<file path="src/rtl/axi_lite_arbiter_2m.sv">
`default_nettype none
// ============================================================================
// Module      : axi_lite_arbiter_2m
// Description : Two-master to one-slave AXI-Lite arbiter. Serves exactly one
//               transaction (a single write or a single read) at a time, end
//               to end, with round-robin arbitration between the masters and
//               write-before-read priority within a master.
// Ports       : aclk, areset      - clock, asynchronous active-high reset
//               m0_* / m1_*       - AXI-Lite slave ports facing master 0 / 1
//               s_*               - AXI-Lite master port toward the shared slave
//               gnt               - one-hot current owner, 2'b00 when idle
// Revision    : 1.0 - initial release
// ============================================================================
module axi_lite_arbiter_2m #(
    parameter int ADDR_W = 4,
    parameter int DATA_W = 32
) (
    input  logic                  aclk,
    input  logic                  areset,
    // master 0
    input  logic [ADDR_W-1:0]     m0_awaddr,
    input  logic                  m0_awvalid,
    output logic                  m0_awready,
    input  logic [DATA_W-1:0]     m0_wdata,
    input  logic [DATA_W/8-1:0]   m0_wstrb,
    input  logic                  m0_wvalid,
    output logic                  m0_wready,
    output logic [1:0]            m0_bresp,
    output logic                  m0_bvalid,
    input  logic                  m0_bready,
    input  logic [ADDR_W-1:0]     m0_araddr,
    input  logic                  m0_arvalid,
    output logic                  m0_arready,
    output logic [DATA_W-1:0]     m0_rdata,
    output logic [1:0]            m0_rresp,
    output logic                  m0_rvalid,
    input  logic                  m0_rready,
    // master 1
    input  logic [ADDR_W-1:0]     m1_awaddr,
    input  logic                  m1_awvalid,
    output logic                  m1_awready,
    input  logic [DATA_W-1:0]     m1_wdata,
    input  logic [DATA_W/8-1:0]   m1_wstrb,
    input  logic                  m1_wvalid,
    output logic                  m1_wready,
    output logic [1:0]            m1_bresp,
    output logic                  m1_bvalid,
    input  logic                  m1_bready,
    input  logic [ADDR_W-1:0]     m1_araddr,
    input  logic                  m1_arvalid,
    output logic                  m1_arready,
    output logic [DATA_W-1:0]     m1_rdata,
    output logic [1:0]            m1_rresp,
    output logic                  m1_rvalid,
    input  logic                  m1_rready,
    // shared slave
    output logic [ADDR_W-1:0]     s_awaddr,
    output logic                  s_awvalid,
    input  logic                  s_awready,
    output logic [DATA_W-1:0]     s_wdata,
    output logic [DATA_W/8-1:0]   s_wstrb,
    output logic                  s_wvalid,
    input  logic                  s_wready,
    input  logic [1:0]            s_bresp,
    input  logic                  s_bvalid,
    output logic                  s_bready,
    output logic [ADDR_W-1:0]     s_araddr,
    output logic                  s_arvalid,
    input  logic                  s_arready,
    input  logic [DATA_W-1:0]     s_rdata,
    input  logic [1:0]            s_rresp,
    input  logic                  s_rvalid,
    output logic                  s_rready,
    // owner
    output logic [1:0]            gnt
);

    typedef enum logic [2:0] {
        IDLE  = 3'd0,
        WADDR = 3'd1,
        WRESP = 3'd2,
        RADDR = 3'd3,
        RDATA = 3'd4
    } state_t;

    state_t     state, state_nxt;
    logic       owner, owner_nxt;     // 0 = master 0, 1 = master 1
    logic       rr, rr_nxt;           // preferred master on a tie
    logic       aw_done, aw_done_nxt;
    logic       w_done, w_done_nxt;
    logic [1:0] gnt_nxt;

    // Requests and arbitration result, only consulted in IDLE
    logic req0, req1, win, win_is_write;

    // Signals of whichever master currently owns the slave
    logic sel_awvalid, sel_wvalid, sel_bready, sel_arvalid, sel_rready;

    // Readys/valids toward the owner before per-master steering
    logic fwd_awready, fwd_wready, fwd_bvalid, fwd_arready, fwd_rvalid;

    assign req0         = m0_awvalid | m0_arvalid;
    assign req1         = m1_awvalid | m1_arvalid;
    assign win          = (req0 && req1) ? rr : req1;
    assign win_is_write = win ? m1_awvalid : m0_awvalid;

    assign sel_awvalid  = owner ? m1_awvalid : m0_awvalid;
    assign sel_wvalid   = owner ? m1_wvalid  : m0_wvalid;
    assign sel_bready   = owner ? m1_bready  : m0_bready;
    assign sel_arvalid  = owner ? m1_arvalid : m0_arvalid;
    assign sel_rready   = owner ? m1_rready  : m0_rready;

    // Payload follows the owner unconditionally; only the valids are gated.
    assign s_awaddr     = owner ? m1_awaddr : m0_awaddr;
    assign s_wdata      = owner ? m1_wdata  : m0_wdata;
    assign s_wstrb      = owner ? m1_wstrb  : m0_wstrb;
    assign s_araddr     = owner ? m1_araddr : m0_araddr;

    assign m0_bresp     = s_bresp;
    assign m1_bresp     = s_bresp;
    assign m0_rdata     = s_rdata;
    assign m1_rdata     = s_rdata;
    assign m0_rresp     = s_rresp;
    assign m1_rresp     = s_rresp;

    // fwd_* are zero outside an active transaction, so steering by owner alone
    // keeps both masters quiet while idle.
    assign m0_awready   = fwd_awready & ~owner;
    assign m1_awready   = fwd_awready &  owner;
    assign m0_wready    = fwd_wready  & ~owner;
    assign m1_wready    = fwd_wready  &  owner;
    assign m0_bvalid    = fwd_bvalid  & ~owner;
    assign m1_bvalid    = fwd_bvalid  &  owner;
    assign m0_arready   = fwd_arready & ~owner;
    assign m1_arready   = fwd_arready &  owner;
    assign m0_rvalid    = fwd_rvalid  & ~owner;
    assign m1_rvalid    = fwd_rvalid  &  owner;

    always_ff @(posedge aclk or posedge areset) begin
        if (areset) begin
            state   <= IDLE;
            owner   <= 1'b0;
            rr      <= 1'b0;
            aw_done <= 1'b0;
            w_done  <= 1'b0;
            gnt     <= 2'b00;
        end else begin
            state   <= state_nxt;
            owner   <= owner_nxt;
            rr      <= rr_nxt;
            aw_done <= aw_done_nxt;
            w_done  <= w_done_nxt;
            gnt     <= gnt_nxt;
        end
    end

    always_comb begin
        state_nxt   = state;
        owner_nxt   = owner;
        rr_nxt      = rr;
        aw_done_nxt = aw_done;
        w_done_nxt  = w_done;
        s_awvalid   = 1'b0;
        s_wvalid    = 1'b0;
        s_bready    = 1'b0;
        s_arvalid   = 1'b0;
        s_rready    = 1'b0;
        fwd_awready = 1'b0;
        fwd_wready  = 1'b0;
        fwd_bvalid  = 1'b0;
        fwd_arready = 1'b0;
        fwd_rvalid  = 1'b0;

        case (state)
            IDLE: begin
                if (req0 || req1) begin
                    owner_nxt = win;
                    state_nxt = win_is_write ? WADDR : RADDR;
                end
            end
            WADDR: begin
                // AW and W complete independently; each is forwarded only
                // until its own handshake has been seen.
                s_awvalid   = sel_awvalid & ~aw_done;
                s_wvalid    = sel_wvalid  & ~w_done;
                fwd_awready = s_awready   & ~aw_done;
                fwd_wready  = s_wready    & ~w_done;
                aw_done_nxt = aw_done | (s_awvalid & s_awready);
                w_done_nxt  = w_done  | (s_wvalid  & s_wready);
                if (aw_done_nxt && w_done_nxt) begin
                    state_nxt = WRESP;
                end
            end
            WRESP: begin
                s_bready   = sel_bready;
                fwd_bvalid = s_bvalid;
                if (s_bvalid && sel_bready) begin
                    state_nxt   = IDLE;
                    aw_done_nxt = 1'b0;
                    w_done_nxt  = 1'b0;
                    rr_nxt      = ~owner;
                end
            end
            RADDR: begin
                s_arvalid   = sel_arvalid;
                fwd_arready = s_arready;
                if (sel_arvalid && s_arready) begin
                    state_nxt = RDATA;
                end
            end
            RDATA: begin
                s_rready   = sel_rready;
                fwd_rvalid = s_rvalid;
                if (s_rvalid && sel_rready) begin
                    state_nxt = IDLE;
                    rr_nxt    = ~owner;
                end
            end
            default: begin
                state_nxt = IDLE;
            end
        endcase

        gnt_nxt = (state_nxt == IDLE) ? 2'b00 : {owner_nxt, ~owner_nxt};
    end

endmodule
`default_nettype wire

</file>
<file path="config.mk">
export PLATFORM = sky130hd
export DESIGN_NAME = axi_lite_arbiter_2m
export DESIGN_NICKNAME = d
export VERILOG_FILES = /design/src/rtl/axi_lite_arbiter_2m.sv
export SDC_FILE = /design/constraint.sdc
export NUM_CORES = 1
export LEC_CHECK = 0
export CAP_MARGIN = 25
export CORE_AREA = 2 2 106 108
export DETAILED_ROUTE_END_ITERATION = 16
export DIE_AREA = 0 0 108 110
export PLACE_DENSITY = 0.68
export SETUP_SLACK_MARGIN = 0.15
export SYNTH_ARGS = -nofsm -noshare
export SYNTH_HDL_FRONTEND = slang
export SYNTH_SLANG_ARGS = --single-unit
</file>
<file path="constraint.sdc">
create_clock -name aclk -period 1.4 [get_ports aclk]
set_input_delay 0.21 -clock aclk [delete_from_list [all_inputs] [get_ports aclk]]
set_output_delay 0.21 -clock aclk [all_outputs]
set_load 0.01 [all_outputs]
</file>
* Word level (Yosys, flattened, before mapping)
Index checks and enable logic that the tools add are counted.
W data, S select, Z words.
** Operators by class
- Multiplexer cells :: 37
- Bitwise logic cells :: 24
- Equality and inequality tests :: 6
- Reductions and logical operators :: 12
** Operators with widths (count)
- $mux W32 :: 1
- $mux W1 :: 22
- $and A1 B1 Y1 :: 16
- $mux W3 :: 5
- $pmux W3 S5 :: 1
- $mux W4 :: 3
- $eq A3 B2 Y1 const B :: 2
- $logic_not A3 Y1 :: 2
- $pmux W1 S2 :: 3
- $logic_and A1 B1 Y1 :: 5
- $mux W2 :: 2
- $ne A2 B2 Y1 const B :: 2
- $not A1 Y1 :: 4
- $or A1 B1 Y1 :: 4
- $reduce_bool A2 Y1 :: 2
- $eq A3 B1 Y1 const B :: 1
- $eq A3 B3 Y1 const B :: 1
- $reduce_and A3 Y1 :: 1
- $reduce_and A2 Y1 :: 1
- $logic_or A1 B1 Y1 :: 1
** Word-level totals
- Input port bits :: 141
- Logic and storage cells :: 85
- Output and inout bits :: 133
- Bits in registers :: 9

* Depth between registers and ports, before layout
Gate-level depths: netlist of the first run.
- Depth in word-level cells :: 9
- Depth in mapped cells :: 6
- Mapped depth without buffers :: 5

* Worst setup path after synthesis of the first run
No wires, ideal clock.
- Path kind :: reg2reg
- Start point :: register owner
- End point :: register gnt[0]
- Library setup time :: 0.132 ns
- Period minus slack after synthesis :: 1.377 ns
- Cell stages (with the launch flop) :: 6
- Arrival :: 1.245 ns
- Setup slack :: 0.023 ns
- Buffers on the path :: 0
- Required time :: 1.268 ns
- Cells stage by stage :: dfrtp_1 mux2_2 a21oi_1 nor4_2 nor3_1 a21oi_1
** On the way
- Word-level cells in the longest chain between the ends :: 9
- Elaborated cells on any way between the ends :: 25
- Those cells by class :: mux (13); bitwise (7); reduce/logical (5)
** RTL lines
- start: declaration :: RTL line 87 : logic owner, owner_nxt;
- start signal: assignment :: RTL line 149 : owner <= owner_nxt;
- $mux W1 (on tied branches) :: RTL line 107, 108
- $and A1 B1 Y1 (on tied branches) :: RTL line 184, 185
- $and A1 B1 Y1 (on tied branches) :: RTL line 188, 189
- $or A1 B1 Y1 (on tied branches) :: RTL line 188, 189
- $logic_and A1 B1 Y1 :: RTL line 190 : if (aw_done_nxt && w_done_nxt) begin
- $mux W3 :: RTL line 190
- $pmux W3 S5 :: RTL line 174 : case (state)
- $logic_not A3 Y1 :: RTL line 224 : gnt_nxt = (state_nxt == IDLE) ? 2'b00 : {owner_nxt, ~owner_nxt};
- $mux W2 (*) :: RTL line 224
- net gnt_nxt[0] :: RTL line 91 : logic [1:0] gnt_nxt;
- end signal: assignment :: RTL line 153 : gnt <= gnt_nxt;
- end: declaration :: RTL line 75 : output logic [1:0] gnt
The timed path passes the listed nets; every way through them passes the cells marked *.
A chain may end at the register's enable or synchronous reset.

* Worst setup path after layout of the first run
- Start point :: register owner
- End point :: register gnt[1]
The elaborated chain is that of the path after synthesis.

==> impl_metrics.yaml, run 1 <==
sta:
  slew_headroom_pct: 74.8
  rsz0062_at_grt: "true"
  worst_pin_slew_ns: 0.378
  final-setup-viol-count: 66
  tns_ns: -15.59
  final_max_slew_viol_count: 0
  fin_crit_sh_pct: 124
  period_needed_ns: 1.73
  fin_skew_ns: 0.00167
  final.setup.worst_slack_ns: -0.333
  fmax_mhz: 577
  hold_viol: 0
pwr:
  switchingPower_w: 0.00234
  clockPowerShare_pct: 5.1
  p_sw_share_pct: 38.5
  p_leak_nw: 1.67
  p_seq_share_pct: 8.8
  intPower_w: 0.00373
  ir_drop_mv: 0.563
  finalPower_w: 0.00606
  p_per_area_mw_per_mm2: 1590
  combPwrFrac_pct: 86.1
global_route:
  grt_first_pass_wirelength_mm: 10.8
  grt_max_degree: 17
  grt_usage_pct: 11.5
  antenna_found_initial: 0
  grt-ovfl-total: 0
  grt_pass1_vias: 2139
placement:
  preCtsSetupSlack_ns: -0.479
  hpwlAfterDp_mm: 6.16
  io_buffers: 165
  routabilityCongestion: 0.745
drt:
  dr_total_vias: 2003
  drtIter0Drc: 34
  via_per_inst: 3.97
  drt_wl_total_mm: 8.02
  drc: 0
  drtAntennaViolNets: 0
  first_pass_iters: 4
  wire_per_inst_um: 15.9
cells_and_area:
  layout_common_cells: "clkdlybuf4s50_1 (104), buf_6 (50), mux2_2 (41)"
  nFillCells: 1077
  synthToLayoutAreaGrowth_pct: 118
  drive_above_1_share_pct: 59.3
  layout_commonest_cell: "clkdlybuf4s50_1"
  num-nets-final: 506
  final_core_util_pct: 35.7
  diodes: 0
synthesis:
  synthCells: 214
  syn_avg_cell_area_um2: 8.20
  synthMuxAreaShare_pct: 31.8
  yosys.area_share.simple_pct: 13.3
  ys_ff_latch: 9
  synth-compound-area-share_pct: 7.42
  synth_top_family_by_area: "buffers and inverters"
  synthesis.area_mm2: 0.00175
  yosysWarnings: 0
  ys_seq_area_share_pct: 12.8
  synth_xor_xnor_area_share_pct: 0
  synth_fp_nets: 355
  ys_types: 28
  synth_fa_ha_area_share_pct: 0
worst_setup_path:
  rrSetupSlack_ns: -0.33
  critPathKind: "register to register"
  endpoint_kind: "register"
  arrival_ns: 1.84
  crit_fanout: 4
  worstPathRequired_ns: 1.51
  setup.worst_path.start_class: "register"
cts:
  clkSinkCount: 9
  cts-root-buf: "clkbuf_8"
  numCtsBuffers: 3
  clockBufferDepth: 2
  clkTransAtPathRegs_ns: 0.05
  h-tree-depth: 1
  cts_tree: "yes"
  clock_latency_ns: 0.23
  cts_hold_buffers: 0
floorplan:
  std_cell_rows: 38
  die_w_um: 108
  ioPinCount: 274
  core-area_mm2: 0.0107
  initial_core_util_pct: 16.4
  die_area_mm2: 0.0119
  die_y_um: 110
job:
  drv_cap: 0
min_path:
  hold_path.class: "input port to asynchronous set/reset pin"
status:
  outcome: "finished with violations"
  violations: "negative setup slack"
cell usage after synthesis (all sizes together):
cell type | n | share of area (%)
or2b | 1 | 0.43
buf | 79 | 33
nor3b | 1 | 0.43
a31oi | 2 | 0.71
o211ai | 1 | 0.43
o41ai | 1 | 0.50
dfrtp | 9 | 13
o211a | 1 | 0.57
nand3b | 1 | 0.43
a211oi | 1 | 0.71
o32ai | 1 | 0.93
a21boi | 1 | 0.43
nor2 | 19 | 4.1
mux2i | 4 | 2.3
inv | 7 | 1.5
a21oi | 4 | 1.1
o21ai | 7 | 2.0
nand2 | 14 | 3.0
mux2 | 46 | 30
nor2b | 3 | 1.1
and2 | 3 | 1.1
nor4 | 1 | 0.71
nand3 | 1 | 0.29
nor3 | 5 | 1.4
and3 | 1 | 0.36
final timing paths:
| check | startpoint | end | cells after the start |
|---|---|---|---|
| max reg2reg | owner | gnt[1] | 8 |
| max | owner | gnt[1] | 8 |
| min reg2reg | rr | rr | 2 |
| min in group aclk | s_bresp[0] | m0_bresp[0] | 0 |
| min | areset | aw_done | 2 |
| max in group asynchronous | areset | owner | 2 |
logic make-up (layout without fill, tap and decap cells):
family / after synthesis / in the layout
buffers and inverters: 86 / 236
multiplexers: 50 / 50
AND/OR/NAND/NOR: 50 / 50
AO/OA/AOI/OAI: 19 / 19
flip-flops: 9 / 9
through the flow:
| step | cell area, um^2 | instances | hold slack, ns |
|---|---|---|---|
| 6_report | 3820 | 504 | 0.248 |
| 5_1_grt | 3820 | 504 | 0.322 |
| 4_1_cts | 3640 | 498 | 0.262 |
| 3_5_place_dp | 3280 | 472 | 0.420 |
| 3_3_place_gp | 3280 | 472 | 0.420 |
| 2_1_floorplan | 1770 | 214 | 0.0379 |
routing by layer:
layer  global-route usage, %  wire length, um  up-vias
li1                        -                -      950
met1                    13.7             3140      937
met2                    20.6             4080       95
met3                    3.29              709       21
met4                    2.56               93        0
met5                       0                0        -
worst max-delay path: stages (launching register included):
cell	delay (ns)
dfrtp_2	0.42
buf_12	0.14
buf_6	0.11
mux2_4	0.30
buf_6	0.12
a21oi_4	0.14
nor4_4	0.07
nor3_2	0.21
a21boi_1	0.09
power by group through the flow:
stage	combinational, W	clock [W]	sequential [W]
after detailed placement	0.00370	0	0.000537
after global placement	0.00367	0	0.000530
after CTS	0.00480	0.000308	0.000518
final	0.00522	0.000308	0.000535
after floorplan	0.00194	0	0.000492
after global routing	0.00555	0.000326	0.000553
sequential cells by signal, summed over array words and instances, names as in the netlist:
register and cells:
state 3, owner 1, gnt 2, rr 1
aw_done 1, w_done 1
what timing repair did:
action | 4_1_cts | 5_1_grt
cloned | 2 | 1
pin swaps | 22 | 7
gates resized for setup | 326 | 31
setup endpoints to repair | 70 | 68
setup buffers | 20 | 5
area by class of cell:
type,count,area (um^2),area share (%)
clock buffers,4,45.0,1.18
inverters,7,31.3,0.820
multi-input cells,119,1160,30.5
flip-flops and latches,9,230,6.03
well taps,140,175,4.59
repair buffers,225,2170,56.9
(Power assumes the default switching activity.)
==> inputs of run 2 (changes only) <==
--- a/config.mk
+++ b/config.mk
@@ -11,6 +11,7 @@
 export DIE_AREA = 0 0 108 110
 export PLACE_DENSITY = 0.68
 export SETUP_SLACK_MARGIN = 0.15
+export SKIP_CTS_REPAIR_TIMING = 1
 export SYNTH_ARGS = -nofsm -noshare
 export SYNTH_HDL_FRONTEND = slang
 export SYNTH_SLANG_ARGS = --single-unit
==> run 2 against run 1 <==
Compared with the run above: the run still ends with negative setup slack left; utilization decreased by 2.8 points; clock power about the same; fmax increased by 1.3%; worst hold slack got worse by 0.00057 ns; sequential power shrank 2%; final cell count shrank 2.2%; routed wire length is 1.8% lower; global-route usage down 1.2 points; critical path type unchanged; largest power group unchanged.
==> impl_metrics.yaml, run 2 (same netlist as run 1, synthesis figures left out) <==
worst_setup_path:
  crit_fanout: 6
  crit_buf_inv: 3
  endpoint_kind: "register"
  crit_family: "flip-flops"
  path_cells: "buf_12 -> buf_6 -> mux2_4 -> buf_6 -> a21oi_4 -> nor4_4 -> nor3_2 -> a21boi_1"
  max_stage_delay_ns: 0.42
  critPathKind: "register to register"
  setup.worst_path.start_class: "register"
  arrival_ns: 1.82
  worstPathRequired_ns: 1.51
  crit_top_cell: "buf_6"
  cp_slowest_cell: "dfrtp_2"
cells_and_area:
  diodes: 0
  num-nets-final: 495
  layout_common_cells: "clkdlybuf4s50_1 (104), mux2_2 (43), clkbuf_2 (43)"
  largest_register: "state"
  synthToLayoutAreaGrowth_pct: 100
  multi_input_comb_area_mm2: 0.00114
  layout_commonest_cell: "clkdlybuf4s50_1"
  largest_reg_flops: 3
  regArea_um2: 228
  final_core_util_pct: 32.8
  nFillCells: 1117
  reg_top3: "state (3), gnt (2)"
  drive_above_1_share_pct: 55.5
floorplan:
  initial_core_util_pct: 16.4
  die_w_um: 108
  die_area_mm2: 0.0119
  core-area_mm2: 0.0107
  std_cell_rows: 38
  die_y_um: 110
  ioPinCount: 274
placement:
  hpwlAfterDp_mm: 6.16
  routabilityCongestion: 0.745
  io_buffers: 165
min_path:
  hold_path.class: "input port to asynchronous set/reset pin"
status:
  outcome: "finished with violations"
  violations: "negative setup slack"
sta:
  tns_ns: -14.84
  slew_headroom_pct: 75.0
  final.setup.worst_slack_ns: -0.311
  final_max_slew_viol_count: 0
  worst_pin_slew_ns: 0.375
  final-setup-viol-count: 67
  fin_skew_ns: 0.00187
  hold_viol: 0
  fin_crit_sh_pct: 122
  fmax_mhz: 584
  rsz0062_at_grt: "true"
  period_needed_ns: 1.71
cts:
  numCtsBuffers: 3
  h-tree-depth: 1
  clkTransAtPathRegs_ns: 0.05
  clockBufferDepth: 2
  cts-root-buf: "clkbuf_8"
  clkSinkCount: 9
  cts_tree: "yes"
  clock_latency_ns: 0.23
drt:
  drc: 0
  drtIter0Drc: 57
  drt_wl_total_mm: 7.88
  drtAntennaViolNets: 0
  wire_per_inst_um: 16.0
  via_per_inst: 3.96
  first_pass_iters: 4
  dr_total_vias: 1953
global_route:
  grt_usage_pct: 10.3
  grt-ovfl-total: 0
  grt_first_pass_wirelength_mm: 9.81
  grt_pass1_vias: 1916
  grt_max_degree: 36
  antenna_found_initial: 0
pwr:
  intPower_w: 0.00317
  switchingPower_w: 0.00219
  ir_drop_mv: 0.541
  clockPowerShare_pct: 5.7
  p_sw_share_pct: 40.9
  p_per_area_mw_per_mm2: 1530
  combPwrFrac_pct: 84.6
  finalPower_w: 0.00537
  p_seq_share_pct: 9.7
  p_leak_nw: 1.58
job:
  drv_cap: 0
==> run 2: through the flow <==
stage / instance area, um^2 / setup slack (ns) / instances / hold slack [ns]
6_report: 3510 / -0.311 / 493 / 0.247
5_1_grt: 3510 / -0.404 / 493 / 0.322
4_1_cts: 3320 / -0.737 / 476 / 0.262
3_5_place_dp: 3280 / -0.479 / 472 / 0.420
3_3_place_gp: 3280 / -0.468 / 472 / 0.420
2_1_floorplan: 1770 / 0.0671 / 214 / 0.0379
==> run 2: path summary, 6_finish.rpt <==
path / from / to / slack (ns) / depth (start not counted)
worst max-delay path: owner / gnt[1] / -0.31 / 8
worst min-delay path: areset / aw_done / 0.25 / 2
worst max register to register: owner / gnt[1] / -0.31 / 8
worst min register to register: rr / rr / 0.57 / 2
max in group asynchronous: areset / owner / 0.86 / 2
min in group aclk: s_bresp[0] / m0_bresp[0] / 0.42 / 0
==> run 2: layout make-up <==
class	instances	share of cell area, %
inverters	7	0.748
multi-input cells	119	32.6
repair buffers	214	53.9
flip-flops and latches	9	6.48
well taps	140	4.99
clock buffers	4	1.28
==> run 2: worst reg2reg max path, delay by kind of cell, from the launching register on <==
kind / cells / cell delay, ns
DFF: 1 / 0.42
buffers and inverters: 3 / 0.39
muxes: 1 / 0.30
AOI/OAI and AO/OA: 2 / 0.25
and+or+nand+nor: 2 / 0.21
==> run 2: routing by layer <==
| metal | part of all wire, % | GRT usage [%] | wire, um | up-vias |
|---|---|---|---|---|
| li1 | - | - | - | 929 |
| met1 | 39 | 12.6 | 3070 | 918 |
| met4 | 1.2 | 2.66 | 91 | 0 |
| met3 | 9.0 | 3.41 | 709 | 19 |
| met5 | 0 | 0 | 0 | - |
| met2 | 51 | 17.6 | 4010 | 87 |
==> run 2: power groups by stage <==
stage / Combinational, W / Sequential (W) / Clock [W]
3_5_place_dp: 0.00370 / 0.000537 / 0
3_3_place_gp: 0.00367 / 0.000530 / 0
6_report: 0.00454 / 0.000523 / 0.000305
4_1_cts: 0.00373 / 0.000537 / 0.000308
5_1_grt: 0.00485 / 0.000541 / 0.000326
2_1_floorplan: 0.00194 / 0.000492 / 0
==> RTL edit: new RTL, settings of run 1 <==
Encoding of `state_t`: now one-hot (5 bits for 5 states).
--- a/src/rtl/axi_lite_arbiter_2m.sv
+++ b/src/rtl/axi_lite_arbiter_2m.sv
@@ -75,12 +75,12 @@
     output logic [1:0]            gnt
 );
 
-    typedef enum logic [2:0] {
-        IDLE  = 3'd0,
-        WADDR = 3'd1,
-        WRESP = 3'd2,
-        RADDR = 3'd3,
-        RDATA = 3'd4
+    typedef enum logic [4:0] {
+        IDLE  = 5'b00001,
+        WADDR = 5'b00010,
+        WRESP = 5'b00100,
+        RADDR = 5'b01000,
+        RDATA = 5'b10000
     } state_t;
 
     state_t     state, state_nxt;
Function: no difference found for any inputs over 10 cycles, from zero or initial values and one cycle with areset high; not proved beyond that.
==> RTL edit against run 1 <==
  * Synthesized area grew 6.5%
  * Final area up 15%
  * Setup slack lost 0.29 ns
  * Sequential power grew 16%
  * Die area unchanged
  * Sequential cell count up 2
  * Largest cell class unchanged
  * Total power rose by 14%
  * Combinational power grew 14%
  * Routed wire length rose by 21%
  * The flow still finishes with violations (setup timing)
  * Critical path type unchanged
==> RTL edit: results (changes against run 1) <==
| Metric | Value |
|---|---|
| Status | `finished with violations (unchanged)` |
| Failing checks | `setup timing (unchanged)` |
| First-pass GRT wire length | `12340 µm (was 10850 µm)` |
| Static Leak | `1.981 nW (was 1.665 nW)` |
| Crit path max-delay family | `simple AND/OR/NAND/NOR gates (was flip-flops)` |
| Share of layout cells above drive strength 1 | `0.6105 (was 0.5934)` |
| Setup ws final | `-0.6223 ns (was -0.3330 ns)` |
| Arr. time, crit path | `2.15 ns (was 1.84 ns)` |
| Initial antenna violation count | `1 (was 0)` |
| Cell depth of the worst flop-to-flop path | `5 (was 8)` |
| RePlAce Congestion | `0.7901 (was 0.7445)` |
| Synth unique cells | `37 (was 28)` |
| Total number of vias | `2171 (was 2003)` |
| Maximum VDD drop | `0.7489 mV (was 0.5627 mV)` |
| Net Count, Synth | `354 (was 355)` |
| Avg WL per Cell | `18.69 µm (was 15.92 µm)` |
| Synth Area in Compound Gates | `0.07167 (was 0.07418)` |
| Vias in the first global route | `2261 (was 2139)` |
| Largest net degree at the start of global routing | `12 (was 17)` |
| Crit-path slowest cell | `or4b_4 (was dfrtp_2)` |
| Hold slack | `0.2829 ns (was 0.2479 ns)` |
| Sequential element share of the synthesized area | `0.1480 (was 0.1284)` |
| Tightest Pin Transition | `0.4915 ns (was 0.3778 ns)` |
| GRT Total Usage | `0.1370 (was 0.1151)` |
| XOR/XNOR Fraction of Synth Area | `0.004689 (was 0)` |
| Main flop type after synthesis | `dfrtp_1 (unchanged)` |
| Worst slack at placement | `-1.058 ns (was -0.4789 ns)` |
| Clk_skew | `0.001426 ns (was 0.001667 ns)` |
| HPWL after DPL | `6855 µm (was 6164 µm)` |
| Largest cells by area after synthesis | `buf_4, mux2_2, dfrtp_1 (unchanged)` |
| Post-synthesis mux area share | `0.3001 (was 0.3181)` |
| Largest stage delay, worst path | `0.50 ns (was 0.42 ns)` |
| Final setup fails | `70 (was 66)` |
| Reg-to-Reg Start | `state[4] (was owner)` |
| Worst-path fanout max | `3 (was 4)` |
| 1st-iter DRT viols | `59 (was 34)` |
==> RTL edit: cell types whose count changed after synthesis, sizes merged, moves of 4 or more <==
cell / run 1 / this run
and4: 0 / 4
o21ai: 7 / 3
clkbuf: 0 / 8
buf: 79 / 74
and3: 1 / 6
nor2: 19 / 8
nand2: 14 / 4
==> RTL edit: cell type report <==
type                            instances  area (µm²)
Antenna cell                            1       2.502
Clock buffer                            4       45.04
Tap cell                              140       175.2
Fill cell                             998        6321
Multi-Input combinational cell        115        1316
Inverter                                5       18.77
Timing Repair Buffer                  245        2540
Sequential cell                        11       279.0
==> RTL edit: worst register-to-register path, delay by kind of cell (launching register included) <==
family | cells | cell delay, ns
buf+inv | 1 | 0.13
flops | 1 | 0.40
simple gates | 4 | 1.38
==> RTL edit: through the flow <==
stage               instance area, µm²  cells  TNS [ns]
global placement                  3481    469    -34.49
CTS                               4040    505    -22.58
floorplan                         2087    213    -3.268
detailed placement                3481    469    -34.89
finish                            4377    521    -24.11
global route                      4377    521    -26.75
==> RTL edit: power by group <==
part | total, mW | internal [mW] | switching, mW
clock network | 0.337 | 0.201 | 0.135
logic | 5.97 | 3.71 | 2.26
registers | 0.618 | 0.465 | 0.153
total | 6.92 | 4.38 | 2.54
==> RTL edit: per-layer routing <==
| metal | wire (µm) | GRT usage | vias to the layer above |
|---|---|---|---|
| met4 | 233 | 0.06136 | 0 |
| met1 | 3242 | 0.1264 | 1021 |
| met3 | 1042 | 0.04703 | 21 |
| met2 | 5219 | 0.2700 | 121 |
| met5 | 0 | 0 | - |
| li1 | - | - | 1008 |
==> RTL edit: what timing repair did <==
action / in CTS / in global routing
gates resized for setup: 357 / 48
pin swaps: 21 / 9
setup endpoints to repair: 72 / 70
cloned: 3 / 1
setup buffers: 29 / 14
